==> config.mk <==
export PLATFORM = sky130hd
export DESIGN_NAME = frame_builder
export DESIGN_NICKNAME = d
export VERILOG_FILES = /design/src/rtl/frame_builder_pkg.sv /design/src/rtl/frame_builder_crc8.sv /design/src/rtl/frame_builder.sv
export SDC_FILE = /design/constraint.sdc
export NUM_CORES = 1
export LEC_CHECK = 0
export BUFFER_PORTS_ARGS = -buffer_cell sky130_fd_sc_hd__buf_2
export CORE_ASPECT_RATIO = 0.5
export CORE_MARGIN = 10
export CORE_UTILIZATION = 30
export CTS_CLUSTER_SIZE = 8
export DETAILED_ROUTE_END_ITERATION = 8
export HOLD_SLACK_MARGIN = 0.02
export PLACE_DENSITY = 0.56
export SYNTH_ARGS = -nofsm -noshare
export SYNTH_HDL_FRONTEND = slang
export SYNTH_SLANG_ARGS = --single-unit
==> constraint.sdc <==
create_clock -name clk -period 2.65 [get_ports clk]
set_input_delay 0.3975 -clock clk [delete_from_list [all_inputs] [get_ports clk]]
set_output_delay 0.3975 -clock clk [all_outputs]
set_load 0.03 [all_outputs]
==> src/rtl/frame_builder_pkg.sv <==
// Shared definitions for the UART response frame builder: SOF marker, status codes,
// builder state encoding and the CRC8 step used by both builder and Frame Parser.
package frame_builder_pkg;

  localparam logic [7:0] RESP_SOF = 8'h5A;

  localparam logic [7:0] STATUS_OK       = 8'h00;
  localparam logic [7:0] STATUS_CRC_ERR  = 8'h01;
  localparam logic [7:0] STATUS_BAD_CMD  = 8'h02;
  localparam logic [7:0] STATUS_BUS_ERR  = 8'h03;
  localparam logic [7:0] STATUS_TIMEOUT  = 8'h04;

  typedef enum logic [3:0] {
    ST_IDLE,
    ST_SOF,
    ST_STATUS,
    ST_CMD,
`ifdef RESP_ADDR_ECHO_EN
    ST_ADDR0,
    ST_ADDR1,
    ST_ADDR2,
    ST_ADDR3,
`endif
    ST_DATA,
    ST_CRC,
    ST_DONE
  } build_state_t;

  // CRC8, poly 0x07, MSB-first, no reflection, no final XOR.
  function automatic logic [7:0] crc8_update(input logic [7:0] crc, input logic [7:0] data);
    logic [7:0] c;
    c = crc ^ data;
    for (int unsigned i = 0; i < 8; i++) begin
      c = c[7] ? ({c[6:0], 1'b0} ^ 8'h07) : {c[6:0], 1'b0};
    end
    return c;
  endfunction

endpackage

==> src/rtl/frame_builder_crc8.sv <==
// Running CRC8 accumulator: clear restarts at 0x00, enable folds one byte per cycle.
module crc8_calc (
  input  logic       clk,
  input  logic       rst,
  input  logic       clear,
  input  logic       enable,
  input  logic [7:0] byte_in,
  output logic [7:0] crc
);
  import frame_builder_pkg::*;

  always_ff @(posedge clk) begin
    if (rst || clear) begin
      crc <= '0;
    end else if (enable) begin
      crc <= crc8_update(crc, byte_in);
    end
  end

endmodule

==> src/rtl/frame_builder.sv <==
// UART response frame builder: SOF, STATUS, CMD, [ADDR echo], [DATA], CRC8 into the TX FIFO.
// Address echo on read OK responses is enabled by defining RESP_ADDR_ECHO_EN.
module frame_builder #(
  parameter int unsigned MAX_DATA_BYTES = 63
) (
  input  logic        clk,
  input  logic        rst,
  input  logic        build_valid,
  output logic        build_ready,
  input  logic [7:0]  status,
  input  logic [7:0]  cmd,
  input  logic [31:0] addr,
  input  logic [5:0]  data_count,
  output logic [5:0]  data_idx,
  input  logic [7:0]  data_byte,
  input  logic        tx_fifo_full,
  output logic        tx_fifo_wr_en,
  output logic [7:0]  tx_fifo_data,
  output logic        busy,
  output logic        frame_done
);
  import frame_builder_pkg::*;

  build_state_t state;
  build_state_t after_cmd;
  logic [7:0]   status_q;
  logic [7:0]   cmd_q;
  logic [5:0]   count_q;
  logic [5:0]   count_clamped;
  logic [7:0]   crc;
  logic [7:0]   byte_mux;
  logic         emit;
  logic         crc_cover;
  logic         write;
  logic         accept;
  logic         rd_ok;

`ifdef RESP_ADDR_ECHO_EN
  logic [31:0]  addr_q;
`else
  logic         addr_unused;
  assign addr_unused = ^addr;
`endif

  assign build_ready = (state == ST_IDLE);
  assign busy        = (state != ST_IDLE);
  assign frame_done  = (state == ST_DONE);
  assign accept      = build_valid && build_ready;
  assign rd_ok       = cmd_q[7] && (status_q == STATUS_OK);
  assign after_cmd   = (rd_ok && (count_q != '0)) ? ST_DATA : ST_CRC;

  assign count_clamped = (32'(data_count) > MAX_DATA_BYTES) ? 6'(MAX_DATA_BYTES) : data_count;

  // Write strobe and byte are decoded from the registered state so a FIFO-full
  // or the same-cycle data_byte lookup takes effect without a cycle of slip.
  always_comb begin
    byte_mux  = '0;
    emit      = 1'b0;
    crc_cover = 1'b0;
    case (state)
      ST_SOF:    begin byte_mux = RESP_SOF;  emit = 1'b1; end
      ST_STATUS: begin byte_mux = status_q;  emit = 1'b1; crc_cover = 1'b1; end
      ST_CMD:    begin byte_mux = cmd_q;     emit = 1'b1; crc_cover = 1'b1; end
`ifdef RESP_ADDR_ECHO_EN
      ST_ADDR0:  begin byte_mux = addr_q[7:0];   emit = 1'b1; crc_cover = 1'b1; end
      ST_ADDR1:  begin byte_mux = addr_q[15:8];  emit = 1'b1; crc_cover = 1'b1; end
      ST_ADDR2:  begin byte_mux = addr_q[23:16]; emit = 1'b1; crc_cover = 1'b1; end
      ST_ADDR3:  begin byte_mux = addr_q[31:24]; emit = 1'b1; crc_cover = 1'b1; end
`endif
      ST_DATA:   begin byte_mux = data_byte; emit = 1'b1; crc_cover = 1'b1; end
      ST_CRC:    begin byte_mux = crc;       emit = 1'b1; end
      default:   ;
    endcase
  end

  assign write         = emit && !tx_fifo_full && !rst;
  assign tx_fifo_wr_en = write;
  assign tx_fifo_data  = write ? byte_mux : '0;

  crc8_calc u_crc (
    .clk     (clk),
    .rst     (rst),
    .clear   (accept),
    .enable  (write && crc_cover),
    .byte_in (byte_mux),
    .crc     (crc)
  );

  always_ff @(posedge clk) begin
    if (rst) begin
      state    <= ST_IDLE;
      status_q <= '0;
      cmd_q    <= '0;
      count_q  <= '0;
      data_idx <= '0;
`ifdef RESP_ADDR_ECHO_EN
      addr_q   <= '0;
`endif
    end else begin
      case (state)
        ST_IDLE: if (build_valid) begin
          status_q <= status;
          cmd_q    <= cmd;
          count_q  <= count_clamped;
          data_idx <= '0;
`ifdef RESP_ADDR_ECHO_EN
          addr_q   <= addr;
`endif
          state    <= ST_SOF;
        end
        ST_SOF:    if (write) state <= ST_STATUS;
        ST_STATUS: if (write) state <= ST_CMD;
`ifdef RESP_ADDR_ECHO_EN
        ST_CMD:    if (write) state <= rd_ok ? ST_ADDR0 : after_cmd;
        ST_ADDR0:  if (write) state <= ST_ADDR1;
        ST_ADDR1:  if (write) state <= ST_ADDR2;
        ST_ADDR2:  if (write) state <= ST_ADDR3;
        ST_ADDR3:  if (write) state <= after_cmd;
`else
        ST_CMD:    if (write) state <= after_cmd;
`endif
        ST_DATA: if (write) begin
          if (data_idx == count_q - 6'd1) state <= ST_CRC;
          else                            data_idx <= data_idx + 6'd1;
        end
        ST_CRC:  if (write) state <= ST_DONE;
        ST_DONE: state <= ST_IDLE;
        default: state <= ST_IDLE;
      endcase
    end
  end

endmodule
==> impl_metrics.sql <==
INSERT INTO impl_metrics (metric_group, metric, value, unit) VALUES
('logic_synthesis', 'post_synth_and_or_nand_nor_area_fraction', '0.2451', ''),
('logic_synthesis', 'post_synth_mux_area_share', '0.05375', ''),
('sta', 'smallest_setup_slack_after_layout', '0.3394', 'ns'),
('place', 'pre_cts_ws', '0.3638', 'ns'),
('logic_synthesis', 'postSynth.topFlopCell', 'sky130_fd_sc_hd__dfxtp_1', ''),
('final_layout', 'most-common-layout-cells', 'sky130_fd_sc_hd__nand2_1, sky130_fd_sc_hd__buf_2, sky130_fd_sc_hd__a21oi_1, sky130_fd_sc_hd__dfxtp_1, sky130_fd_sc_hd__nor2_1', ''),
('sta', 'timing.final.hold_violations', '0', ''),
('logic_synthesis', 'post_synth_xor_area_fraction', '0.1179', ''),
('global_route', 'grt_max_degree', '41', ''),
('logic_synthesis', 'synth_sequential_area_ratio', '0.3077', ''),
('final_layout', 'layout-area-overhead-vs-synth', '22.78', '%'),
('sta', 'relSlewSlack', '0.6797', ''),
('run_status', 'run_status', 'finished clean', ''),
('place', 'final_gp_congestion', '0.8026', ''),
('setup_path', 'reg2reg_slack', '0.35', 'ns'),
('setup_path', 'cp-end-kind', 'output pin', ''),
('power_and_ir_drop', 'cellLeakagePower', '1.269', 'nW'),
('final_layout', 'layout.cells.most_common', 'sky130_fd_sc_hd__nand2_1', ''),
('detailed_routing', 'wirelength', '6853', 'um'),
('sta', 'setup_viol_count_final', '0', ''),
('global_route', 'groute.usage.overall', '0.1074', ''),
('clocking', 'clkSlewWorstSetupHoldPaths', '0.06', 'ns'),
('logic_synthesis', 'yosys_register_bits', '39', ''),
('clocking', 'clock_latency', '0.28', 'ns'),
('logic_synthesis', 'syn-num-nets', '402', ''),
('sta', 'fin_setup_tns', '0', 'ns'),
('logic_synthesis', 'syn-instance-count', '333', ''),
('clocking', 'cts_resized', '0', ''),
('logic_synthesis', 'combinational_family_with_the_most_area_after_synthesis', 'simple AND/OR/NAND/NOR gates', ''),
('sta', 'clock_skew', '0.005097', 'ns'),
('place', 'place_inst', '489', ''),
('floorplanning', 'coreArea', '8115', 'um^2'),
('hold_path', 'timing.hold.worst_path_depth', '3', ''),
('detailed_routing', 'vias', '2391', ''),
('final_layout', 'fraction_of_layout_instances_using_a_drive_strength_above_1', '0.2338', ''),
('logic_synthesis', 'synth-compound-area-share', '0.2106', ''),
('detailed_routing', 'drtAntennaViolNets', '0', ''),
('place', 'port_buffers', '51', ''),
('sta', 'timing.hold.ws', '0.3502', 'ns'),
('clocking', 'clock_sinks', '39', ''),
('hold_path', 'terminating_pin_of_the_worst_hold_path', 'status_q[2]$_SDFFE_PP0P_', ''),
('power_and_ir_drop', 'power-per-cell-area', '609.3', 'nW/um^2'),
('logic_synthesis', 'yosysWarnings', '0', ''),
('clocking', 'htree_levels', '2', ''),
('setup_path', 'reg2reg_depth', '9', ''),
('global_route', 'grt_ovf', '0', ''),
('logic_synthesis', 'synthesis.area_per_instance', '7.620', 'um^2'),
('clocking', 'max-clock-path-buffers', '2', ''),
('setup_path', 'crit_type', 'reg -> out', ''),
('setup_path', 'timing.rr.end', 'u_crc.crc[3]$_SDFFE_PP0P_', ''),
('sta', 'final_max_slew_viol_count', '0', ''),
('logic_synthesis', 'synthArstFlopShare', '0', ''),
('setup_path', 'worst-endpoint-required', '2.25', 'ns'),
('place', 'dpl.hpwl', '5268', 'um'),
('detailed_routing', 'avgRoutedWirePerCell', '13.79', 'um'),
('final_layout', 'total_inserted_antenna_cells', '0', ''),
('logic_synthesis', 'synth.lib_cells_used.distinct', '54', ''),
('setup_path', 'cp_data_arrival_time', '1.91', 'ns'),
('logic_synthesis', 'synth_top_cells_by_area', 'sky130_fd_sc_hd__dfxtp_1, sky130_fd_sc_hd__nand2_1, sky130_fd_sc_hd__a21oi_1, sky130_fd_sc_hd__xnor2_1, sky130_fd_sc_hd__nor2_1', ''),
('global_route', 'first_global_vias', '2353', ''),
('clocking', 'postCtsSetupBuffers', '0', ''),
('job', 'timing.max_cap.violations', '0', ''),
('logic_synthesis', 'post_synth_fa_ha_maj_area_fraction', '0.01479', ''),
('global_route', 'wire_length_of_the_first_global_routing_pass', '11480', 'um'),
('setup_path', 'critical_path.startpoint_type', 'flip-flop', ''),
('clocking', 'cts_root_buffer', 'sky130_fd_sc_hd__clkbuf_16', ''),
('logic_synthesis', 'post_synth_instance_area', '2537', 'um^2'),
('detailed_routing', 'vias_per_cell', '4.811', ''),
('hold_path', 'min-delay-start', 'status[2]', ''),
('logic_synthesis', 'post-synth-top-area-fraction', '0.3077', ''),
('setup_path', 'r2r-start', 'state[1]$_SDFFE_PP0P_', '');
-- cells by family after synthesis --
group,after synthesis
AND/OR/NAND/NOR,139
flip-flops,39
XOR/XNOR,28
adder cells (fa/ha/maj),3
AO/OA/AOI/OAI,85
buffers and inverters,26
multiplexers,13
-- Yosys cell counts (3+ instances only) --
| cell type | count |
|---|---|
| sky130_fd_sc_hd__xnor2_1 | 15 |
| sky130_fd_sc_hd__buf_2 | 6 |
| sky130_fd_sc_hd__a22oi_1 | 3 |
| sky130_fd_sc_hd__xor2_1 | 9 |
| sky130_fd_sc_hd__nor2b_1 | 5 |
| sky130_fd_sc_hd__ha_1 | 3 |
| sky130_fd_sc_hd__mux2i_1 | 8 |
| sky130_fd_sc_hd__nand2b_1 | 5 |
| sky130_fd_sc_hd__nor2_1 | 28 |
| sky130_fd_sc_hd__clkbuf_1 | 11 |
| sky130_fd_sc_hd__nand4_1 | 3 |
| sky130_fd_sc_hd__o21ai_0 | 18 |
| sky130_fd_sc_hd__nand2_1 | 78 |
| sky130_fd_sc_hd__dfxtp_1 | 39 |
| sky130_fd_sc_hd__a21oi_1 | 41 |
| sky130_fd_sc_hd__inv_1 | 5 |
| sky130_fd_sc_hd__mux2_2 | 5 |
| sky130_fd_sc_hd__nor3_1 | 4 |
-- final cells by class --
| class | count | area [um^2] |
|---|---|---|
| Inverter | 5 | 18.77 |
| Sequential cell | 39 | 780.7 |
| Clock buffer | 6 | 138.9 |
| Tap cell | 112 | 140.1 |
| Multi-Input combinational cell | 268 | 1629 |
| Fill cell | 895 | 5000 |
| Timing Repair Buffer | 65 | 372.9 |
| Clock inverter | 2 | 35.03 |
-- critical path, stage by stage (launching register included) --
cell and delay, ns:
sky130_fd_sc_hd__dfxtp_1 0.40, sky130_fd_sc_hd__buf_12 0.23, sky130_fd_sc_hd__nand3b_1 0.15, sky130_fd_sc_hd__a21boi_0 0.29
sky130_fd_sc_hd__a2bb2oi_1 0.30, sky130_fd_sc_hd__nor2_1 0.06, sky130_fd_sc_hd__buf_2 0.18
-- where the power goes --
group | internal, mW | total (mW) | switching [mW]
logic | 0.234 | 0.526 | 0.292
clock network | 0.468 | 0.711 | 0.243
registers | 0.623 | 0.662 | 0.0383
-- metrics by stage --
step           instance area (um^2)  total power, mW
4_1_cts                        3115            1.921
3_3_place_gp                   2942            1.198
3_5_place_dp                   2942            1.204
5_1_grt                        3115            2.001
2_1_floorplan                  2537            1.073
6_report                       3115            1.898
-- how the worst max path moves through the flow --
stage | slack, ns | from | end | depth (start not counted)
after CTS | 0.32 | state[0]$_SDFFE_PP0P_ | tx_fifo_data[3] | 6
after global placement | 0.40 | state[1]$_SDFFE_PP0P_ | u_crc.crc[3]$_SDFFE_PP0P_ | 9
after detailed placement | 0.36 | state[1]$_SDFFE_PP0P_ | u_crc.crc[3]$_SDFFE_PP0P_ | 9
after floorplan | 0.31 | state[0]$_SDFFE_PP0P_ | u_crc.crc[0]$_SDFFE_PP0P_ | 8
final | 0.34 | state[0]$_SDFFE_PP0P_ | tx_fifo_data[3] | 6
after global routing | 0.19 | state[0]$_SDFFE_PP0P_ | tx_fifo_data[3] | 6
-- metal layers --
layer,GRT usage,up-vias,share of wire
li1,-,1242,-
met5,0,-,0
met4,0.02895,0,0.0092
met2,0.1812,29,0.47
met3,0.02278,4,0.030
met1,0.1356,1116,0.49
-- flip-flops by register name, summed over array words and instances, names as in the netlist --
| name | cells |
|---|---|
| cmd_q | 8 |
| count_q | 6 |
| data_idx | 6 |
| state | 3 |
| status_q | 8 |
| u_crc.crc | 8 |
(Power assumes the default switching activity.)
